==> config.mk <==
export PLATFORM = sky130hd
export DESIGN_NAME = sfm_out_packer
export DESIGN_NICKNAME = d
export VERILOG_FILES = /design/src/rtl/sfm_pkg.sv /design/src/rtl/sfm_packer_fifo.sv /design/src/rtl/sfm_out_packer.sv
export SDC_FILE = /design/constraint.sdc
export NUM_CORES = 1
export LEC_CHECK = 0
export CORE_UTILIZATION = 55
export DETAILED_ROUTE_END_ITERATION = 6
export PLACE_DENSITY_LB_ADDON = 0.25
export RECOVER_POWER = 50
export SLEW_MARGIN = 20
export SYNTH_ARGS = -nofsm -noshare
export SYNTH_HDL_FRONTEND = slang
export SYNTH_SLANG_ARGS = --single-unit
export TNS_END_PERCENT = 10
==> constraint.sdc <==
create_clock -name clk_i -period 4 [get_ports clk_i]
set_input_delay 0.4 -clock clk_i [delete_from_list [all_inputs] [get_ports clk_i]]
set_output_delay 0.4 -clock clk_i [all_outputs]
set_load 0.05 [all_outputs]
==> src/rtl/sfm_pkg.sv <==
// Shared types for the softmax output packer: element formats,
// FSM states and the registered status flags bundle.
package sfm_pkg;

    typedef enum logic [2:0] {
        FP32,
        FP64,
        FP16,
        FP8,
        FP16ALT
    } fp_format_e;

    function automatic int unsigned fp_width(fp_format_e fmt);
        unique case (fmt)
            FP32:    return 32;
            FP64:    return 64;
            FP16:    return 16;
            FP8:     return 8;
            FP16ALT: return 16;
            default: return 16;
        endcase
    endfunction

    typedef enum logic [1:0] {
        IDLE,
        RUN,
        DRAIN,
        DONE
    } sfm_state_e;

    localparam int unsigned SFM_CNT_W = 32;

    typedef struct packed {
        logic                 busy;
        logic                 done;
        logic [SFM_CNT_W-1:0] cnt;
    } sfm_flags_t;

endpackage

==> src/rtl/sfm_packer_fifo.sv <==
// First-word-fall-through FIFO with circular pointers; the head entry
// is presented on data_o whenever the FIFO is non-empty.
module sfm_packer_fifo #(
    parameter int unsigned DATA_WIDTH = 8,
    parameter int unsigned DEPTH      = 2
) (
    input  logic                  clk_i,
    input  logic                  rst_ni,
    input  logic                  clear_i,
    input  logic                  push_i,
    input  logic [DATA_WIDTH-1:0] data_i,
    input  logic                  pop_i,
    output logic [DATA_WIDTH-1:0] data_o,
    output logic                  full_o,
    output logic                  empty_o,
    output logic                  last_o
);

    localparam int unsigned PTR_W = (DEPTH > 1) ? $clog2(DEPTH) : 1;
    localparam int unsigned CNT_W = $clog2(DEPTH + 1);

    logic [DATA_WIDTH-1:0] r_mem [DEPTH];
    logic [PTR_W-1:0]      r_wptr;
    logic [PTR_W-1:0]      r_rptr;
    logic [CNT_W-1:0]      r_cnt;

    logic w_push;
    logic w_pop;

    assign full_o  = (r_cnt == CNT_W'(DEPTH));
    assign empty_o = (r_cnt == '0);
    assign last_o  = (r_cnt == CNT_W'(1));
    assign data_o  = r_mem[r_rptr];

    // a push into a full FIFO or a pop from an empty one is dropped
    assign w_push = push_i && !full_o;
    assign w_pop  = pop_i && !empty_o;

    // storage, pointer and occupancy update
    always_ff @(posedge clk_i or negedge rst_ni) begin
        if (!rst_ni) begin
            for (int i = 0; i < DEPTH; i++) begin
                r_mem[i] <= '0;
            end
            r_wptr <= '0;
            r_rptr <= '0;
            r_cnt  <= '0;
        end else if (clear_i) begin
            r_wptr <= '0;
            r_rptr <= '0;
            r_cnt  <= '0;
        end else begin
            if (w_push) begin
                r_mem[r_wptr] <= data_i;
                r_wptr <= (r_wptr == PTR_W'(DEPTH - 1)) ? '0 : r_wptr + 1'b1;
            end
            if (w_pop) begin
                r_rptr <= (r_rptr == PTR_W'(DEPTH - 1)) ? '0 : r_rptr + 1'b1;
            end
            case ({w_push, w_pop})
                2'b10:   r_cnt <= r_cnt + CNT_W'(1);
                2'b01:   r_cnt <= r_cnt - CNT_W'(1);
                default: r_cnt <= r_cnt;
            endcase
        end
    end

endmodule

==> src/rtl/sfm_out_packer.sv <==
// Packs datapath result vectors into output stream beats with byte
// strobes, buffering through a small FIFO under a len-bounded job FSM.
module sfm_out_packer
    import sfm_pkg::*;
#(
    parameter fp_format_e  FPFORMAT   = FP16ALT,
    parameter int unsigned DATA_WIDTH = 128,
    parameter int unsigned FIFO_DEPTH = 2,
    parameter int unsigned LEN_WIDTH  = 16,
    parameter int unsigned WIDTH      = fp_width(FPFORMAT),
    parameter int unsigned VECT_WIDTH = (DATA_WIDTH - 32) / WIDTH
) (
    input  logic                    clk_i,
    input  logic                    rst_ni,
    input  logic                    clear_i,
    input  logic                    start_i,
    input  logic [LEN_WIDTH-1:0]    len_i,
    input  logic                    valid_i,
    output logic                    ready_o,
    input  logic [DATA_WIDTH-33:0]  data_i,
    input  logic [VECT_WIDTH-1:0]   strb_i,
    output logic                    valid_o,
    input  logic                    ready_i,
    output logic [DATA_WIDTH-1:0]   data_o,
    output logic [DATA_WIDTH/8-1:0] strb_o,
    output logic                    busy_o,
    output logic                    done_o,
    output logic [LEN_WIDTH-1:0]    cnt_o
);

    localparam int unsigned PAY_W  = DATA_WIDTH - 32;
    localparam int unsigned LANE_B = WIDTH / 8;
    localparam int unsigned FIFO_W = VECT_WIDTH + PAY_W;

    sfm_state_e           r_state;
    sfm_flags_t           r_flags;
    logic [LEN_WIDTH-1:0] r_len;
    logic [LEN_WIDTH-1:0] r_acc;

    logic                  w_full;
    logic                  w_empty;
    logic                  w_last;
    logic                  w_push;
    logic                  w_pop;
    logic [LEN_WIDTH-1:0]  w_acc_nxt;
    logic [FIFO_W-1:0]     w_rd;
    logic [VECT_WIDTH-1:0] w_strb;
    logic [PAY_W-1:0]      w_pay;

    assign ready_o   = (r_state == RUN) && !w_full;
    assign valid_o   = !w_empty;
    assign w_push    = valid_i && ready_o;
    assign w_pop     = valid_o && ready_i;
    assign w_acc_nxt = r_acc + 1'b1;

    assign busy_o = r_flags.busy;
    assign done_o = r_flags.done;
    assign cnt_o  = r_flags.cnt[LEN_WIDTH-1:0];

    sfm_packer_fifo #(
        .DATA_WIDTH(FIFO_W),
        .DEPTH     (FIFO_DEPTH)
    ) u_fifo (
        .clk_i  (clk_i),
        .rst_ni (rst_ni),
        .clear_i(clear_i),
        .push_i (w_push),
        .data_i ({strb_i, data_i}),
        .pop_i  (w_pop),
        .data_o (w_rd),
        .full_o (w_full),
        .empty_o(w_empty),
        .last_o (w_last)
    );

    assign w_strb = w_rd[FIFO_W-1 -: VECT_WIDTH];
    assign w_pay  = w_rd[PAY_W-1:0];

    // expand element strobes to bytes and zero disabled lanes
    always_comb begin
        data_o = '0;
        strb_o = '0;
        for (int i = 0; i < VECT_WIDTH; i++) begin
            if (w_strb[i]) begin
                data_o[WIDTH*i +: WIDTH] = w_pay[WIDTH*i +: WIDTH];
            end
            strb_o[LANE_B*i +: LANE_B] = {LANE_B{w_strb[i]}};
        end
    end

    // job FSM with registered busy/done flags and output beat counter
    always_ff @(posedge clk_i or negedge rst_ni) begin
        if (!rst_ni) begin
            r_state <= IDLE;
            r_flags <= '0;
            r_len   <= '0;
            r_acc   <= '0;
        end else if (clear_i) begin
            r_state <= IDLE;
            r_flags <= '0;
            r_len   <= '0;
            r_acc   <= '0;
        end else begin
            r_flags.done <= 1'b0;
            if (w_pop) begin
                r_flags.cnt <= r_flags.cnt + 1'b1;
            end
            unique case (r_state)
                IDLE: begin
                    if (start_i) begin
                        r_len       <= len_i;
                        r_acc       <= '0;
                        r_flags.cnt <= '0;
                        if (len_i == '0) begin
                            r_state      <= DONE;
                            r_flags.done <= 1'b1;
                        end else begin
                            r_state      <= RUN;
                            r_flags.busy <= 1'b1;
                        end
                    end
                end
                RUN: begin
                    if (w_push) begin
                        r_acc <= w_acc_nxt;
                        if (w_acc_nxt == r_len) begin
                            r_state <= DRAIN;
                        end
                    end
                end
                DRAIN: begin
                    if (w_pop && w_last) begin
                        r_state      <= DONE;
                        r_flags.busy <= 1'b0;
                        r_flags.done <= 1'b1;
                    end
                end
                DONE: begin
                    r_state <= IDLE;
                end
                default: begin
                    r_state <= IDLE;
                end
            endcase
        end
    end

endmodule

==> results of run 1 <==
how the worst max path moves through the flow:
stage          slack (ps)          to  depth (start not counted)          start
5_1_grt               490  data_o[34]                          4  u_fifo.r_rptr
3_5_place_dp         1170   data_o[0]                          4  u_fifo.r_rptr
4_1_cts               570  data_o[34]                          4  u_fifo.r_rptr
6_report              640  data_o[34]                          4  u_fifo.r_rptr
3_3_place_gp         1200  data_o[89]                          4  u_fifo.r_rptr
2_1_floorplan        1380  data_o[32]                          6  u_fifo.r_rptr
per-stage QoR:
step | area [um2] | util | hold WS (ps)
3_3_place_gp | 15200 | 0.689 | 428
3_5_place_dp | 15200 | 0.689 | 426
2_1_floorplan | 12700 | - | 104
5_1_grt | 16100 | 0.728 | 461
6_report | 16100 | 0.729 | 459
4_1_cts | 16100 | 0.730 | 435
cells by family after synthesis:
family          after synthesis  synth area share
mux                         311             0.268
xor+xnor                     39            0.0272
fa+ha+maj                     8           0.00797
other cells                   1          0.000298
buf+inv                     118            0.0509
flops                       260             0.518
simple gates                262            0.0937
compound gates               70            0.0338
state kept, by name (all words and copies together), names as in the netlist, 2 cells and up:
name,cells
r_len,16
cnt_o,16
u_fifo.r_mem,204
r_acc,16
r_state,2
u_fifo.r_cnt,2
metal layers:
layer	track usage	vias to the layer above	routed length, um
met4	0.0611	0	639
met2	0.421	262	13700
met3	0.0621	43	2010
met5	0	-	0
met1	0.301	4311	11600
li1	-	4086	-
power by group:
part           internal [W]  switching, W
registers           0.00343      0.000513
logic               0.00234       0.00363
clock network       0.00146      0.000989
total               0.00723       0.00514
cell usage after synthesis (all sizes together), types with 2 or more instances:
cell type	number
dfrtp	260
mux2	205
nor2	137
mux2i	106
buf	68
nand2	52
clkbuf	35
a21oi	28
o21ai	23
xor2	20
xnor2	19
inv	15
nand3	14
o31ai	10
and3	9
ha	8
nand4	8
nor3	8
nor4	7
nand2b	6
nor2b	5
a31oi	4
and4	3
nand3b	3
or3	3
or2	2
final cells by class:
class	instances	share of cell area
inverters	15	0.00350
diodes	1	0.000155
clock inverters	6	0.00365
well taps	280	0.0218
clock buffers	44	0.0509
repair buffers	275	0.171
multi-input cells	726	0.345
flip-flops and latches	260	0.404
critical path, stage by stage (launching register included):
cell and delay [ps]:
dfrtp_4 930, buf_4 410, mux2i_1 140, nor2_1 120, clkdlybuf4s50_1 840
layout by cell type, fill, tap and decap left out, types with 11 or more instances in the layout:
master           count
a21oi_1             27
buf_4               16
clkbuf_1            11
clkbuf_16           27
clkdlybuf4s50_1    232
conb_1              36
dfrtp_1            259
dlygate4sd3_1       19
inv_1               15
mux2_2             204
mux2i_1            106
nand2_1             52
nand3_1             14
nor2_1             137
o21ai_0             23
xnor2_1             19
xor2_1              20
==> flow_summary_export.csv, run 1 <==
group,metric,value,unit
status,status,"finished, violations left",
status,failed_checks,"capacitance limit, slew limit",
place,post-dp-hpwl,19300,um
yosys,synth_top_area_cell,"dfrtp_1",
clock_tree,cts.reportedPaths.clkPinSlew,60,ps
place,dpl.cell_count,1555,
yosys,synthesis.area,0.0126,mm2
yosys,yosysSeqAreaShare,0.518,
worst_setup_path,timing.rr.start,"u_fifo.r_cnt[0]",
global_route,grt_remaining_overflow,0,
worst_setup_path,r2r-end,"u_fifo.r_mem[66]",
yosys,synth_top_area_share,0.518,
min_path,hp-class,"input port to register",
detailed_routing,wl_per_cell,17.4,um
clock_tree,cts_buffer_depth,3,
power,ir_drop,0.536,mV
min_path,whs_path_depth,3,
timing,setup_viol_count_final,0,
layout,fillers,1547,
timing,period_share,0.841,
job,max_cap_violations,2,
yosys,syn_area_per_cell,11.8,um2
die,start_util,0.569,
detailed_routing,vias_per_cell,5.42,
clock_tree,clock_latency,530,ps
clock_tree,cts_resized,0,
worst_setup_path,worst_ep_arrival_time,2960,ps
yosys,netlist_instances,1069,
detailed_routing,wl,28000,um
detailed_routing,post-route-drc-count,0,
die,dieArea,0.0235,mm2
worst_setup_path,r2r_setup_slack,830,ps
global_route,antenna_found_initial,1,
worst_setup_path,endpoint_kind,"output pin",
timing,slew_headroom,-0.402,
clock_tree,cts_tree,"yes",
place,dp_slack,1170,ps
layout,multi_input_area,0.00555,mm2
timing,slew_violations,82,
die,rows,54,
min_path,min_from,"len_i[6]",
yosys,ys_top_cells_by_area,"dfrtp_1, mux2_2, mux2i_1",
clock_tree,cts.sinks,260,
timing,fmaxAchievable,297,MHz
worst_setup_path,worstSetupPathType,"register to output pin",
timing,rsz0062_at_grt,"false",
die,fp.dieW,153,um
timing,skew,21.1,ps
detailed_routing,vias,8702,
die,ios,288,
worst_setup_path,required,3600,ps
yosys,synth_edf_count,0,
timing,fin_setup_tns,0,ps
layout,seqCellArea,0.00651,mm2
layout,nNetsFinal,1437,
place,gp_congestion,0.880,
worst_setup_path,cp_max_fo,41,
global_route,grt_pass1_wl,46000,um
yosys,async_flop_share,1.00,
yosys,synth_cell_types,47,
yosys,yosys_warnings,0,
yosys,ys_ff_latch,260,
worst_setup_path,cp-start-kind,"register",
clock_tree,cts_buffers,27,
timing,worst_slack,637,ps
layout,fin_cells,1607,
clock_tree,postCtsSetupBuffers,0,
min_path,hold-path-endpoint,"r_len[6]",
clock_tree,root_buffer,"clkbuf_16",
clock_tree,cts_hold_buf,1,
worst_setup_path,reg2reg_depth,7,
clock_tree,h-tree-depth,1,
timing,worst_pin_slew,2100,ps
global_route,grt_pass1_vias,9018,
layout,drive_gt1_frac,0.211,
detailed_routing,drt_pass1_iterations,4,
detailed_routing,antenna_left,0,
die,die_h,153,um
power,power_density,768,mW/mm2
power,finalPower,0.0124,W
detailed_routing,drtIter0Drc,421,
timing,final_hold_viol_count,0,
yosys,yosys_most_used_dff,"dfrtp_1",
place,portBuffers,251,
power,power.leakage,7.10,nW
die,core,0.0221,mm2
timing,period_minus_slack,3360,ps
global_route,grt_max_degree,96,
layout,areaGrowthSynthToFinish,28.1,%
global_route,grtUsageTotal,0.242,
(Power assumes the default switching activity.)
==> run 2: changes to the inputs <==
- CORE_UTILIZATION: 55 -> 51
- clock period: 4 -> 3.4 ns (I/O delays scaled with it)
==> run 2 against run 1 <==
The run still ends with capacitance limit, slew limit left. Cell area decreased by 0.94%. Total power is 16% higher. Routed wire length is 0.19% higher. Clock power is 15% higher. Critical path type unchanged. Largest cell class unchanged. Largest power group unchanged.
==> flow_summary_export.csv, run 2 (synthesis results as in run 1) <==
group,metric,value,unit
worst_setup_path,cp_max_fo,29,
timing,fin_setup_tns,0,ps
detailed_routing,wl,28000,um
power,power.leakage,7.21,nW
layout,antenna_cells,0,
detailed_routing,dr_wl_met3,1880,um
place,gp_congestion,0.894,
worst_setup_path,timing.rr.start,"r_state[1]",
detailed_routing,wl_met2,13800,um
clock_tree,root_buffer,"clkbuf_16",
clock_tree,cts_buffers,28,
detailed_routing,drt_pass1_iterations,4,
global_route,grt_remaining_overflow,0,
global_route,grt_pass1_vias,9114,
clock_tree,cts_tree,"yes",
timing,slew_headroom,-0.431,
die,dieArea,0.0253,mm2
die,start_util,0.518,
min_path,whs_path_depth,3,
layout,largest_reg_flops,204,
global_route,grt_max_degree,85,
clock_tree,h-tree-depth,1,
layout,drive_gt1_frac,0.270,
layout,nNetsFinal,1438,
layout,areaGrowthSynthToFinish,26.9,%
global_route,grt_pass1_wl,46600,um
timing,fmaxAchievable,331,MHz
place,post-dp-hpwl,19100,um
power,finalPower,0.0143,W
timing,period_minus_slack,3020,ps
layout,seqCellArea,0.00651,mm2
timing,period_share,0.888,
detailed_routing,drtIter0Drc,424,
worst_setup_path,endpoint_kind,"output pin",
timing,rsz0062_at_grt,"false",
status,status,"finished, violations left",
worst_setup_path,worstPathCellList,"buf_4 > buf_4 > mux2i_1 > nor2_1 > buf_4",
worst_setup_path,slowest_stage,"dfrtp_4",
worst_setup_path,worst_ep_arrival_time,2680,ps
die,rows,57,
die,core,0.0242,mm2
detailed_routing,post-route-drc-count,0,
clock_tree,cts.reportedPaths.clkPinSlew,60,ps
worst_setup_path,reg2reg_depth,7,
detailed_routing,antenna_left,0,
timing,worst_pin_slew,2150,ps
detailed_routing,routed.top_layer,"met4",
clock_tree,clock_latency,540,ps
layout,final_util,0.658,
layout,fillers,1983,
global_route,grtUsageTotal,0.225,
layout,regMostFlops,"u_fifo.r_mem",
worst_setup_path,required,3060,ps
timing,final_hold_viol_count,0,
power,ir_drop,0.796,mV
clock_tree,cts_resized,0,
job,max_cap_violations,1,
die,fp.dieW,159,um
worst_setup_path,slowest_delay,740,ps
layout,layout.cells.most_common_list,"dfrtp_1, mux2_2, clkdlybuf4s50_1",
detailed_routing,wl_met1,11700,um
clock_tree,cts_hold_buf,1,
min_path,hp-class,"input port to register",
clock_tree,postCtsSetupBuffers,0,
clock_tree,cts.sinks,260,
place,portBuffers,251,
layout,finalInstanceArea,0.0159,mm2
worst_setup_path,cpMostUsedCell,"buf_4",
power,power_density,898,mW/mm2
min_path,min_from,"len_i[11]",
clock_tree,cts_buffer_depth,3,
detailed_routing,vias,8640,
status,failed_checks,"capacitance limit, slew limit",
die,die_h,159,um
timing,setup_viol_count_final,0,
worst_setup_path,startpoint,"u_fifo.r_rptr",
layout,layout_commonest_cell,"dfrtp_1",
worst_setup_path,cp-start-kind,"register",
layout,multi_input_area,0.00556,mm2
global_route,antenna_found_initial,1,
timing,skew,20.3,ps
timing,slew_violations,84,
detailed_routing,vias_per_cell,5.25,
place,post_dp_cell_area,0.0151,mm2
worst_setup_path,worstSetupPathType,"register to output pin",
die,ios,288,
detailed_routing,wl_per_cell,17.0,um
[run 2: cell types whose count changed in the layout (fill, tap and decap cells not counted), sizes merged]
| cell | delta |
|---|---|
| clkbuf | +3 |
| inv | -1 |
| bufinv | -1 |
| buf | +75 |
| clkdlybuf4s50 | -76 |
| clkinv | -1 |
| diode | -1 |
| dlygate4sd3 | -2 |
[run 2: stage by stage]
step	cells	setup WS, ps	hold slack, ps
final	1647	382	396
after global routing	1647	142	394
after CTS	1647	322	370
after detailed placement	1599	781	393
after global placement	1599	771	398
after floorplan	1104	840	44.4
[run 2: area by class of cell]
type / instances / share of cell area
Sequential cell: 260 / 0.408
Multi-Input combinational cell: 726 / 0.349
Timing Repair Buffer: 275 / 0.160
Clock buffer: 44 / 0.0521
Tap cell: 324 / 0.0254
Inverter: 15 / 0.00353
Clock inverter: 3 / 0.00165
[run 2: power breakdown]
part / switching [W] / internal [W]
Combinational: 0.00433 / 0.00259
Sequential: 0.000535 / 0.00404
Clock: 0.00116 / 0.00166
[run 2: final timing paths]
kind | slack (ps) | endpoint
max | 380 | data_o[84]
min | 400 | r_len[11]
max reg2reg | 410 | u_fifo.r_mem[98]
min reg2reg | 500 | u_fifo.r_mem[56]
max in group asynchronous | 730 | u_fifo.r_mem[79]
min in group asynchronous | 980 | busy_o
[run 2: critical path: cells and delay by family, from the launching register on]
kind	cells	cell delay, ps
buffers and inverters	3	1070
DFF	1	740
muxes	1	240
and+or+nand+nor	1	60
[run 2: metal layers]
layer  GRT usage  up-vias
met1       0.282     4285
met4      0.0577        0
met5           0        -
met3      0.0599       42
met2       0.387      234
li1            -     4079
==> run 3: changes to the inputs <==
- SETUP_SLACK_MARGIN: unset -> 0.1
- clock period: 3.4 -> 3.15 ns (I/O delays scaled with it)
==> run 3 against run 2 <==
The flow still finishes with violations (capacitance limit, slew limit). Die area did not move. Total power rose by 8.8%. Via count rose by 0.39%.
==> flow_summary_export.csv, run 3 (synthesis results as in run 1) <==
group,metric,value,unit
detailed_routing,wl_met2,13500,um
layout,fin_cells,1649,
timing,final_hold_viol_count,0,
clock_tree,clock_latency,540,ps
timing,slew_violations,94,
detailed_routing,wl,27700,um
detailed_routing,vias_per_cell,5.26,
die,die_h,159,um
detailed_routing,vias,8674,
die,start_util,0.518,
layout,regMostFlops,"u_fifo.r_mem",
worst_setup_path,endpoint_kind,"output pin",
global_route,grtUsageTotal,0.220,
die,core,0.0242,mm2
detailed_routing,wl_met1,11800,um
layout,drive_gt1_frac,0.296,
worst_setup_path,slowest_delay,430,ps
detailed_routing,post-route-drc-count,0,
place,post-dp-hpwl,18600,um
worst_setup_path,worstPathCellList,"buf_12 > buf_4 > mux2i_1 > nor2_1 > buf_4",
worst_setup_path,worst_ep_arrival_time,2490,ps
min_path,hp-class,"input port to async pin",
status,failed_checks,"capacitance limit, slew limit",
timing,fmaxAchievable,357,MHz
layout,finalInstanceArea,0.0159,mm2
clock_tree,cts_buffers,28,
worst_setup_path,cpMostUsedCell,"buf_4",
power,power.leakage,7.26,nW
place,portBuffers,251,
global_route,grt_remaining_overflow,0,
global_route,grt_pass1_vias,8928,
worst_setup_path,cp_max_fo,87,
detailed_routing,dr_wl_met3,1920,um
power,power_density,978,mW/mm2
place,dpl.cell_count,1595,
layout,largest_reg_flops,204,
worst_setup_path,worstSetupPathType,"register to output pin",
global_route,grt_pass1_wl,45600,um
timing,period_minus_slack,2800,ps
worst_setup_path,cp-start-kind,"register",
place,post_dp_cell_area,0.0150,mm2
timing,skew,13.4,ps
clock_tree,cts.sinks,260,
detailed_routing,drt_pass1_iterations,4,
timing,period_share,0.890,
timing,worst_pin_slew,1640,ps
timing,rsz0062_at_grt,"false",
detailed_routing,routed.top_layer,"met4",
layout,areaGrowthSynthToFinish,26.7,%
die,dieArea,0.0253,mm2
job,max_cap_violations,2,
global_route,grt_max_degree,88,
global_route,antenna_found_initial,2,
clock_tree,root_buffer,"clkbuf_16",
detailed_routing,antenna_left,0,
power,ir_drop,0.801,mV
place,gp_congestion,0.856,
timing,slew_headroom,-0.0964,
worst_setup_path,required,2830,ps
layout,nNetsFinal,1434,
detailed_routing,drtIter0Drc,488,
timing,setup_viol_count_final,0,
die,ios,288,
clock_tree,cts_buffer_depth,3,
layout,layout.cells.most_common_list,"dfrtp_1, mux2_2, nor2_1",
clock_tree,h-tree-depth,1,
clock_tree,cts_tree,"yes",
detailed_routing,wl_per_cell,16.8,um
clock_tree,cts.reportedPaths.clkPinSlew,60,ps
die,rows,57,
die,fp.dieW,159,um
power,finalPower,0.0156,W
layout,layout_commonest_cell,"dfrtp_1",
worst_setup_path,slowest_stage,"dfrtp_4",
timing,fin_setup_tns,0,ps
status,status,"finished, violations left",
-- run 3: cell types whose count changed in the layout (fill, tap and decap cells not counted), sizes merged --
cell,before,now
buf,96,123
clkinv,3,6
dlygate4sd3,17,9
clkbuf,50,48
clkdlybuf4s50,156,134
diode,0,1
clkinvlp,0,2
bufinv,0,1
-- run 3: power breakdown --
group / switching [W] / internal [W] / total, W
combinational: 0.00472 / 0.00271 / 0.00743
clock: 0.00131 / 0.00195 / 0.00326
sequential: 0.000523 / 0.00436 / 0.00488
-- run 3: worst paths after layout --
path / startpoint / depth (start not counted) / slack, ps / to
setup reg to reg: u_fifo.r_cnt[0] / 8 / 510 / r_state[0]
hold / removal: rst_ni / 2 / 360 / busy_o
min in group clk_i: len_i[8] / 3 / 360 / r_len[8]
hold reg to reg: u_fifo.r_mem[102] / 1 / 500 / u_fifo.r_mem[102]
max in group asynchronous: rst_ni / 3 / 810 / u_fifo.r_mem[185]
setup / recovery: u_fifo.r_rptr / 5 / 350 / data_o[53]
-- run 3: layout make-up --
type | instances | area (um2)
tap | 324 | 405
timing repair buffer | 271 | 2440
sequential | 260 | 6510
multi-input combinational | 726 | 5560
inverter | 15 | 56.3
clock buffer | 43 | 857
fill | 1905 | 8330
clock inverter | 9 | 86.3
antenna | 1 | 2.50
-- run 3: per-stage QoR --
step / hold slack [ps] / util / worst slack [ps]
finish: 358 / 0.657 / 346
detailed placement: 383 / 0.620 / 571
global placement: 390 / 0.620 / 589
floorplan: 19.4 / - / 615
global route: 369 / 0.656 / 223
CTS: 339 / 0.659 / 343
-- run 3: critical path, delay by kind of cell, from the launching register on --
kind | cells | cell delay [ps]
buf+inv | 3 | 1030
mux | 1 | 250
simple gates | 1 | 70
flops | 1 | 430
-- run 3: repair_timing --
| item | CTS | global route |
|---|---|---|
| hold endpoints to repair | 84 | 0 |
| hold buffers | 1 | 0 |
| resized for setup | 0 | 0 |
| setup buffers | 0 | 0 |
-- run 3: per-layer routing --
| layer | vias up | GRT usage |
|---|---|---|
| met4 | 0 | 0.0481 |
| met5 | - | 0 |
| met1 | 4332 | 0.286 |
| met2 | 226 | 0.371 |
| li1 | 4075 | - |
| met3 | 41 | 0.0597 |
